===== config.mk =====
export PLATFORM = sky130hd
export DESIGN_NAME = shift_left_64_pipe
export DESIGN_NICKNAME = d
export VERILOG_FILES = /design/src/rtl/shift_left_64_pipe.sv
export SDC_FILE = /design/constraint.sdc
export NUM_CORES = 1
export LEC_CHECK = 0
export CORE_ASPECT_RATIO = 0.5
export CORE_MARGIN = 8
export CORE_UTILIZATION = 62
export DETAILED_ROUTE_END_ITERATION = 8
export DONT_BUFFER_PORTS = 1
export GPL_ROUTABILITY_DRIVEN = 1
export PLACE_DENSITY_LB_ADDON = 0.2
export SYNTH_ARGS = -nofsm -noshare
export SYNTH_HDL_FRONTEND = slang
export SYNTH_SLANG_ARGS = --single-unit

===== constraint.sdc =====
create_clock -name clk -period 2.05 [get_ports clk]
set_input_delay 0.205 -clock clk [delete_from_list [all_inputs] [get_ports clk]]
set_output_delay 0.205 -clock clk [all_outputs]
set_load 0.05 [all_outputs]

===== src/rtl/shift_left_64_pipe.sv =====
// shift_left_64_pipe: pipelined logical left shifter, out = a << b.
// Matches the latency of the companion right shifter (7 enabled edges) so SHL and SHR
// results write back in order.
//
// Ports:
//   clk          rising-edge clock
//   rst_n        asynchronous active-low reset; clears every stage and the output
//   en_i         pipeline advance enable; 0 freezes all stage registers
//   in_valid_i   a_i/b_i carry a real operation this cycle
//   a_i          operand to shift
//   b_i          shift amount, full width; any value >= WIDTH gives 0
//   out_valid_o  out_o holds a completed result
//   out_o        registered result
//
// Structure: stage 0 captures the operand (zeroed if b_i >= WIDTH) and the low shift
// bits; stage k applies a shift of 2^(SHAMT_W-k) when that shift bit is set, largest
// first. The last stage drives the outputs directly.
module shift_left_64_pipe #(
  parameter int unsigned WIDTH   = 64,
  parameter int unsigned SHAMT_W = 6
) (
  input  logic             clk,
  input  logic             rst_n,
  input  logic             en_i,
  input  logic             in_valid_i,
  input  logic [WIDTH-1:0] a_i,
  input  logic [WIDTH-1:0] b_i,
  output logic             out_valid_o,
  output logic [WIDTH-1:0] out_o
);

  // Stage 0..SHAMT_W data and valid; shift amount only needed up to stage SHAMT_W-1.
  logic [WIDTH-1:0]   data_d  [SHAMT_W+1];
  logic [WIDTH-1:0]   data_q  [SHAMT_W+1];
  logic               vld_d   [SHAMT_W+1];
  logic               vld_q   [SHAMT_W+1];
  logic [SHAMT_W-1:0] shamt_d [SHAMT_W];
  logic [SHAMT_W-1:0] shamt_q [SHAMT_W];

  logic ovf;

  // Any set bit above the low SHAMT_W bits means the shift amount is >= WIDTH.
  assign ovf = |b_i[WIDTH-1:SHAMT_W];

  assign data_d[0]  = ovf ? '0 : a_i;
  assign vld_d[0]   = in_valid_i;
  assign shamt_d[0] = b_i[SHAMT_W-1:0];

  for (genvar k = 1; k <= SHAMT_W; k++) begin : g_stage
    localparam int unsigned Amt = 2 ** (SHAMT_W - k);

    assign data_d[k] = shamt_q[k-1][SHAMT_W-k] ? (data_q[k-1] << Amt) : data_q[k-1];
    assign vld_d[k]  = vld_q[k-1];

    if (k < SHAMT_W) begin : g_shamt
      assign shamt_d[k] = shamt_q[k-1];
    end
  end

  always_ff @(posedge clk or negedge rst_n) begin
    if (!rst_n) begin
      for (int i = 0; i <= SHAMT_W; i++) begin
        data_q[i] <= '0;
        vld_q[i]  <= 1'b0;
      end
      for (int i = 0; i < SHAMT_W; i++) begin
        shamt_q[i] <= '0;
      end
    end else if (en_i) begin
      for (int i = 0; i <= SHAMT_W; i++) begin
        data_q[i] <= data_d[i];
        vld_q[i]  <= vld_d[i];
      end
      for (int i = 0; i < SHAMT_W; i++) begin
        shamt_q[i] <= shamt_d[i];
      end
    end
  end

  assign out_o       = data_q[SHAMT_W];
  assign out_valid_o = vld_q[SHAMT_W];

endmodule


==> flow_summary.json, run 1 <==
{
  "status": "complete, but fails checks",
  "violations": "hold timing, slew limit",
  "grt_overflow": 0,
  "synthArstFlopShare_pct": 100,
  "crit_slowest_cell": "dfrtp_4",
  "fin_cells": 2948,
  "dp_hpwl_mm": 30.8,
  "hp-class": "input port to async pin",
  "pwr_density_cell_nw_per_um2": 984,
  "setup_viol": 0,
  "grt_max_degree": 756,
  "yosys-top-cells-count": "dfrtp_1 (476), a21oi_1 (321), mux2i_1 (321), nor2_1 (321), clkbuf_1 (96)",
  "yosysMostFrequentCell": "dfrtp_1",
  "synth_edf_count": 0,
  "syn2layout_area_growth_pct": 27.7,
  "clk_latency_ns": 0.55,
  "grt_pass1_wl_mm": 93.2,
  "slew_headroom_pct": -13.1,
  "numCtsBuffers": 43,
  "power.clock.fraction_pct": 29.2,
  "p_leak_nw": 12.4,
  "place_ws_ns": 0.351,
  "drc": 0,
  "rsz0062_at_grt": "false",
  "drv_slew": 273,
  "fin_nets": 2563,
  "routed-via-count": 16791,
  "num-fill-cells": 2148,
  "grt_pass1_vias": 16914,
  "io_pins": 197,
  "critPathBufInv": 2,
  "synth_area_sq_um": 22200,
  "drive_above_1_share_pct": 8.16,
  "clk_path_buf_depth": 3,
  "fin_total_pwr_mw": 27.9,
  "slowest_delay_ns": 0.60,
  "num_rows": 49,
  "crit_type": "register to register",
  "fin_util_pct": 79.6,
  "postSynthAreaPerCell_sq_um": 10.6,
  "die_x_um": 284,
  "fin_ws_ns": 0.0282,
  "n_antenna_cell": 0,
  "p_switching_mw": 8.94,
  "syn_inst": 2096,
  "cts.sinks": 476,
  "switching_share_pct": 32.0,
  "postCtsHoldBufs": 490,
  "fmax_mhz": 495,
  "die-area_sq_um": 42500,
  "path_clk_slew_ns": 0.07,
  "synth_area_leaders": "dfrtp_1 (54%), mux2i_1 (14%), a21oi_1 (7.2%)",
  "p_int_mw": 19.0,
  "grt_usage_pct": 26.7,
  "cp-end-kind": "register",
  "synth_cell_types": 27,
  "synth_flop_cell": "dfrtp_1",
  "fin_tns_setup_ns": 0,
  "vias_per_cell": 5.70,
  "whs_ns": -0.621,
  "fin_crit_sh_pct": 98.6,
  "antenna_found_initial": 0,
  "cp.required_ns": 2.48,
  "pwr-share-comb_pct": 21.3,
  "place.gp.congestion": 0.783,
  "wl_per_cell_um": 19.6,
  "critPathTopFamily": "buffers and inverters",
  "cp.arrival_ns": 2.45,
  "worstPathMaxFanout": 21,
  "die_h_um": 150,
  "fin_worst_skew_ns": 0.00967,
  "start_kind": "register",
  "portBuffers": 0,
  "h-tree-depth": 2,
  "worstMarginPinSlew_ns": 1.70,
  "pwr-share-seq_pct": 49.6,
  "placed_cells": 2372,
  "seq_area_frac_synth_pct": 53.6,
  "placed_cell_area_sq_um": 22000,
  "synth_top_cell_by_area": "dfrtp_1",
  "start_util_pct": 62.4,
  "synth_warnings": 0,
  "cts_tree": "built",
  "drt_pass1_iterations": 7,
  "wl_mm": 57.7,
  "peakVddDrop_uv": 764,
  "route.antenna.remaining_nets": 0,
  "cts_root_buf": "clkbuf_16",
  "fin_area_sq_um": 28400,
  "fin_crit_ns": 2.02,
  "ys_ff_latch": 476,
  "worstPathCellList": "buf_12 > mux2i_1 > a21oi_1 > dlygate4sd3_1",
  "hold_viol": 476,
  "drt_iter0_drc": 1892,
  "synth_nets": 2228,
  "yosys.area.top_type_share_pct": 53.6,
  "core_area_sq_um": 35600,
  "max_cap_viol_count": 0
}
[cell type report]
cell class              instances  area [sq um]  share of cell area, %
clock buffers                  67          1330                   4.68
repair buffers                517          5310                   18.7
clock inverters                11          88.8                  0.313
multi-input cells            1330          8870                   31.3
well taps                     484           606                   2.13
flip-flops and latches        476         11900                   42.0
inverters                      63           236                  0.834
[power by group through the flow]
stage	Combinational, mW	Clock [mW]	Sequential [mW]
detailed placement	3.76	0	14.0
floorplan	5.64	0	11.8
global placement	3.69	0	14.0
CTS	5.58	8.22	13.8
global route	6.41	8.63	14.0
finish	5.95	8.14	13.8
[final timing paths]
check | start | to | slack [ns] | depth (start not counted)
max | shamt_d[8] | data_q[146] | 0.03 | 4
min | rst_n | data_q[439] | -0.62 | 0
max reg2reg | shamt_d[8] | data_q[146] | 0.03 | 4
min reg2reg | shamt_d[6] | shamt_d[6] | 0.51 | 1
max in group asynchronous | rst_n | shamt_d[15] | 1.19 | 0
min in group clk | en_i | data_q[259] | 0.28 | 2
[per-layer routing]
metal	track usage, %	vias up	share of wire, %
met5	0	-	0
met4	5.14	0	1.5
met3	4.62	69	6.5
met2	41.2	507	46
met1	39.8	8383	46
li1	-	7832	-
[logic make-up (layout without fill, tap and decap cells)]
logic type      after synthesis  after routing  share of synthesized area, %
flops                       476            476                          53.6
simple gates                533            533                          11.7
buf+inv                     290            658                          6.49
compound gates              448            448                          12.3
mux                         349            349                          15.9
[flip-flops by register name, indices dropped and copies added (netlist names)]
name / count
shamt_d: 20
out_valid_o: 1
data_q: 384
vld_d: 6
out_o: 64
shamt_q: 1
[placed cells by master, fill, tap and decap left out, types with 4 or more instances in the layout]
cell / instances
clkbuf_16: 45
a21oi_1: 321
clkbuf_1: 10
inv_1: 63
nor4_1: 9
nand2b_1: 64
nor2_1: 321
nand3b_1: 63
o31ai_4: 4
mux2_2: 28
o31ai_1: 4
clkinv_2: 7
or4_4: 4
buf_4: 12
mux2i_1: 320
clkbuf_8: 12
o31ai_2: 56
dlygate4sd3_1: 489
dfrtp_1: 470
nand3_1: 64
dfrtp_4: 4
o21ai_0: 63
buf_12: 13
[timing repair]
| action | in CTS | in global routing |
|---|---|---|
| endpoints found under the setup margin | 0 | 83 |
| setup buffers | 0 | 8 |
| hold endpoints to repair | 952 | 476 |
| resized for setup | 0 | 4 |
[worst register-to-register path, cell delays in order, from the launching register on]
cell and delay (ns):
dfrtp_4 0.60, buf_12 0.24, mux2i_1 0.34, a21oi_1 0.12
dlygate4sd3_1 0.60
Note: power is estimated with default switching activity, not from simulation.
==> run 2: changes to the inputs <==
- RECOVER_POWER: unset -> 25
==> results of run 2 <==
No change in the layout: final DEF, timing and power equal those of run 1.
==> RTL change 1: new RTL, flow settings as in run 1 <==
Set the parameter `WIDTH` to 32 (it was 64).
--- a/src/rtl/shift_left_64_pipe.sv
+++ b/src/rtl/shift_left_64_pipe.sv
@@ -16,7 +16,7 @@
 // bits; stage k applies a shift of 2^(SHAMT_W-k) when that shift bit is set, largest
 // first. The last stage drives the outputs directly.
 module shift_left_64_pipe #(
-  parameter int unsigned WIDTH   = 64,
+  parameter int unsigned WIDTH   = 32,
   parameter int unsigned SHAMT_W = 6
 ) (
   input  logic             clk,
Interface: changed (resized a_i, b_i and out_o); port bits go from 197 to 101. The function was not compared with the original's and may differ.
==> RTL change 1 against run 1 <==
- the run ends with negative hold slack left
- cell area is 50% lower
- total power shrank 53%
- wire length decreased by 56%
- worst setup slack improved by 0.16 ns
- sequential power decreased by 51%
- synthesized area fell by 48%
- non-clock buffer count fell by 304
- sequential cell count is 224 lower
- largest power group unchanged
==> RTL change 1: results <==
set metrics [dict create \
    cp_slowest_stage_delay_ns 0.58 \
    fin_nets 1266 \
    synth_nets 1139 \
    globalRouteTotalUtil_pct 21.43 \
    r2r-end "data_q[80]" \
    met1_usage_pct 31.81 \
    fillers 1194 \
    ir_drop_mv 0.6145 \
    outcome "complete, but fails checks" \
    synthTopCellsByCount "dfrtp_1 (252), a21oi_1 (129), mux2i_1 (129), nor2_1 (129), inv_1 (127)" \
    violations "negative hold slack" \
    skew_ns 0.01764 \
    largest_reg_flops 192 \
    ctsHoldBuffers 206 \
    clock_latency_ns 0.51 \
    leakage_nw 6.382 \
    place_congestion 0.7543 \
    wirelength_um 25450 \
    worstPathArrival_ns 2.25 \
    cp_max_fo 33 \
    yosysUniqueCellTypes 22 \
    ys_seq_area_share_pct 54.57 \
    grt_max_degree 347 \
    use_met2_pct 33.05 \
    htreeDepth 1 \
    hold_viol 252 \
    numCtsBuffers 22 \
    fin_hold_ws_ns -0.6110 \
]
RTL change 1: area by class of cell:
type                            instances  share of cell area [%]
Sequential cell                       252                   44.64
Timing Repair Buffer                  213                   15.18
Multi-Input combinational cell        582                   29.49
Clock inverter                          5                  0.3543
Tap cell                              240                   2.126
Clock buffer                           33                   4.836
Inverter                              127                   3.374
RTL change 1: critical path: cells and delay by family, from the launching register on:
kind	cells	cell delay, ns
AO/OA/AOI/OAI	1	0.10
buffers and inverters	2	0.99
flip-flops	1	0.33
multiplexers	1	0.32
RTL change 1: routing by layer:
layer,up-vias,share of wire [%]
met2,191,46
met5,-,0
li1,3828,-
met3,25,5.6
met1,4003,48
met4,0,1.1
RTL change 1: power by group through the flow:
stage | Clock, mW | Sequential (mW) | Combinational, mW
global placement | 0 | 6.85 | 1.57
finish | 4.24 | 6.77 | 2.22
detailed placement | 0 | 6.88 | 1.60
floorplan | 0 | 5.98 | 2.53
global route | 4.49 | 6.87 | 2.43
CTS | 4.30 | 6.79 | 2.18
RTL change 1: cell families (layout without fill, tap and decap cells):
kind of cell	Yosys count	count (layout)	synth area share, %
flip-flops	252	252	54.57
AND/OR/NAND/NOR	201	201	9.419
AO/OA/AOI/OAI	224	224	12.69
multiplexers	157	157	13.90
buffers and inverters	237	378	9.420
RTL change 1: through the flow:
stage	worst slack [ns]	hold slack (ns)	power, mW	instances	instance area (sq um)
final	0.1891	-0.6110	13.24	1452	14130
after CTS	0.2097	-0.6189	13.27	1452	14130
after detailed placement	0.6940	-0.08034	8.486	1208	11310
after global placement	0.7206	-0.08078	8.422	1208	11310
after floorplan	0.8910	-0.09059	8.513	1071	11560
after global routing	0.08282	-0.6174	13.78	1452	14130
RTL change 1: worst max path at each step:
stage | slack (ns) | cells after the start | startpoint | to
after floorplan | 0.89 | 4 | b_i[8] | data_q[193]
after global placement | 0.72 | 4 | b_i[7] | data_q[223]
after detailed placement | 0.69 | 4 | b_i[7] | data_q[197]
after CTS | 0.21 | 4 | shamt_d[8] | data_q[74]
after global routing | 0.08 | 3 | shamt_d[29] | data_q[175]
final | 0.19 | 4 | shamt_d[8] | data_q[80]
==> RTL change 2: new RTL, flow settings as in run 1 <==
Without the edit above. Register the outputs `out_valid_o` and `out_o`, cleared by the reset; this adds one clock of latency there. Comments in the files are not updated.
--- a/src/rtl/shift_left_64_pipe.sv
+++ b/src/rtl/shift_left_64_pipe.sv
@@ -77,8 +77,15 @@
     end
   end
 
-  assign out_o       = data_q[SHAMT_W];
-  assign out_valid_o = vld_q[SHAMT_W];
+  always_ff @(posedge clk or negedge rst_n) begin
+    if (!rst_n) begin
+      out_valid_o <= '0;
+      out_o       <= '0;
+    end else begin
+      out_valid_o <= vld_q[SHAMT_W];
+      out_o       <= data_q[SHAMT_W];
+    end
+  end
 
 endmodule
 
Function: changed (Yosys sat finds a counterexample within 10 cycles, from zero or initial values and one cycle with rst_n low).
==> RTL change 2 against run 1 <==
- critical path type unchanged
- clock skew up 0.017 ns
- via count up 4.8%
- critical path depth unchanged
- combinational power up 3.5%
- wire length up 5.0%
- total power up 12%
- cell area up 6.6%
- die area up 4.7%
- synthesized cell count about the same
- the run still ends with negative hold slack, max-slew violations left
- sequential cell count up 65
- synthesized area up 5.1%
- worst setup slack worse by 0.012 ns
==> RTL change 2: results <==
set metrics [dict create \
    fin_nets 2635 \
    place_congestion 0.7808 \
    tightest_slew_ns 2.298 \
    grt_max_degree 765 \
    fin_hold_ws_ns -0.6351 \
    cpMaxStageDelayCell "dlygate4sd3_1" \
    hpwl_um 31330 \
    wl_per_cell_um 19.98 \
    grt_pass1_vias 17720 \
    cp_max_fo 14 \
    fillers 2100 \
    cp_slowest_stage_delay_ns 0.63 \
    maxSlewViolCount 451 \
    skew_ns 0.02645 \
    hold_viol 541 \
    outcome "complete, but fails checks" \
    yosys-mux-area-fraction_pct 15.11 \
    finalCritPeriodShare_pct 99.19 \
    synth-compound-area-share_pct 11.72 \
    root_buffer "clkbuf_16" \
    r2r-end "data_q[78]" \
    leakage_nw 13.20 \
    violations "negative hold slack, max-slew violations" \
    numCtsBuffers 47 \
    drt_iter0_markers 2125 \
    drive_gt1_share_pct 8.504 \
    clock_latency_ns 0.58 \
    antenna_found_initial 1 \
    ys_seq_area_share_pct 57.97 \
    grt_pass1_wl_um 97260 \
    place_area_sq_mm 0.02358 \
    vias_per_cell 5.799 \
    ir_drop_mv 0.7496 \
    worst_r2r_path_depth 4 \
    globalRouteTotalUtil_pct 26.56 \
    ctsHoldBuffers 490 \
    drt_first_pass_iters 5 \
    largest_reg_flops 448 \
    r2r_start "shamt_d[1]" \
    synth_area_leaders "dfrtp_1 (58%), mux2i_1 (14%), a21oi_1 (6.9%), nor2_1 (5.2%), o31ai_2 (3.0%)" \
    worstPathArrival_ns 2.49 \
]
RTL change 2: layer usage:
metal | track usage, % | vias up | share of wire, %
met2 | 41.78 | 571 | 47
li1 | - | 8064 | -
met4 | 4.584 | 0 | 1.4
met3 | 5.205 | 70 | 6.7
met5 | 0 | - | 0
met1 | 38.83 | 8888 | 45
RTL change 2: timing repair:
item | in CTS | in global routing
endpoints found under the hold margin | 1017 | 541
endpoints found under the setup margin | 0 | 59
gates resized for setup | 0 | 6
buffers inserted | 0 | 11
RTL change 2: logic make-up (layout without fill, tap and decap cells):
group                  count (synthesis)  in the layout
AOI/OAI and AO/OA                    448            448
buffers and inverters                226            669
DFF                                  541            541
muxes                                349            349
and+or+nand+nor                      533            533
RTL change 2: cell type report:
type,count,area share [%]
Sequential cell,541,44.82
Multi-Input combinational cell,1330,29.31
Timing Repair Buffer,520,17.58
Tap cell,494,2.043
Clock buffer,63,4.487
Inverter,63,0.7816
Clock inverter,23,0.9883
RTL change 2: through the flow:
stage                     setup TNS [ns]  power (mW)  utilization (%)  worst slack (ns)  std cells
after floorplan                        0       18.55                -            0.5654       2097
after global placement                 0       19.44            63.23            0.4327       2447
after detailed placement               0       19.59            63.23            0.4021       2447
after CTS                              0       30.97            80.88           0.02464       3023
after global routing            -0.02199       32.53            81.15          -0.02199       3034
final                                  0       31.28            81.15           0.01651       3034
RTL change 2: worst max-delay path by stage:
stage	startpoint	slack [ns]	depth (start not counted)	endpoint
final	shamt_d[1]	0.02	4	data_q[78]
after CTS	shamt_d[15]	0.02	4	data_q[236]
after detailed placement	b_i[40]	0.40	5	data_q[437]
after global routing	shamt_d[1]	-0.02	4	data_q[70]
after global placement	b_i[40]	0.43	5	data_q[387]
after floorplan	b_i[39]	0.57	5	data_q[388]
RTL change 2: power by group:
part | total (mW) | leakage (nW) | switching (mW) | internal [mW]
clock | 9.51 | 0.816 | 4.07 | 5.44
sequential | 15.6 | 6.44 | 3.06 | 12.6
combinational | 6.16 | 5.94 | 2.48 | 3.67
total | 31.3 | 13.2 | 9.61 | 21.7
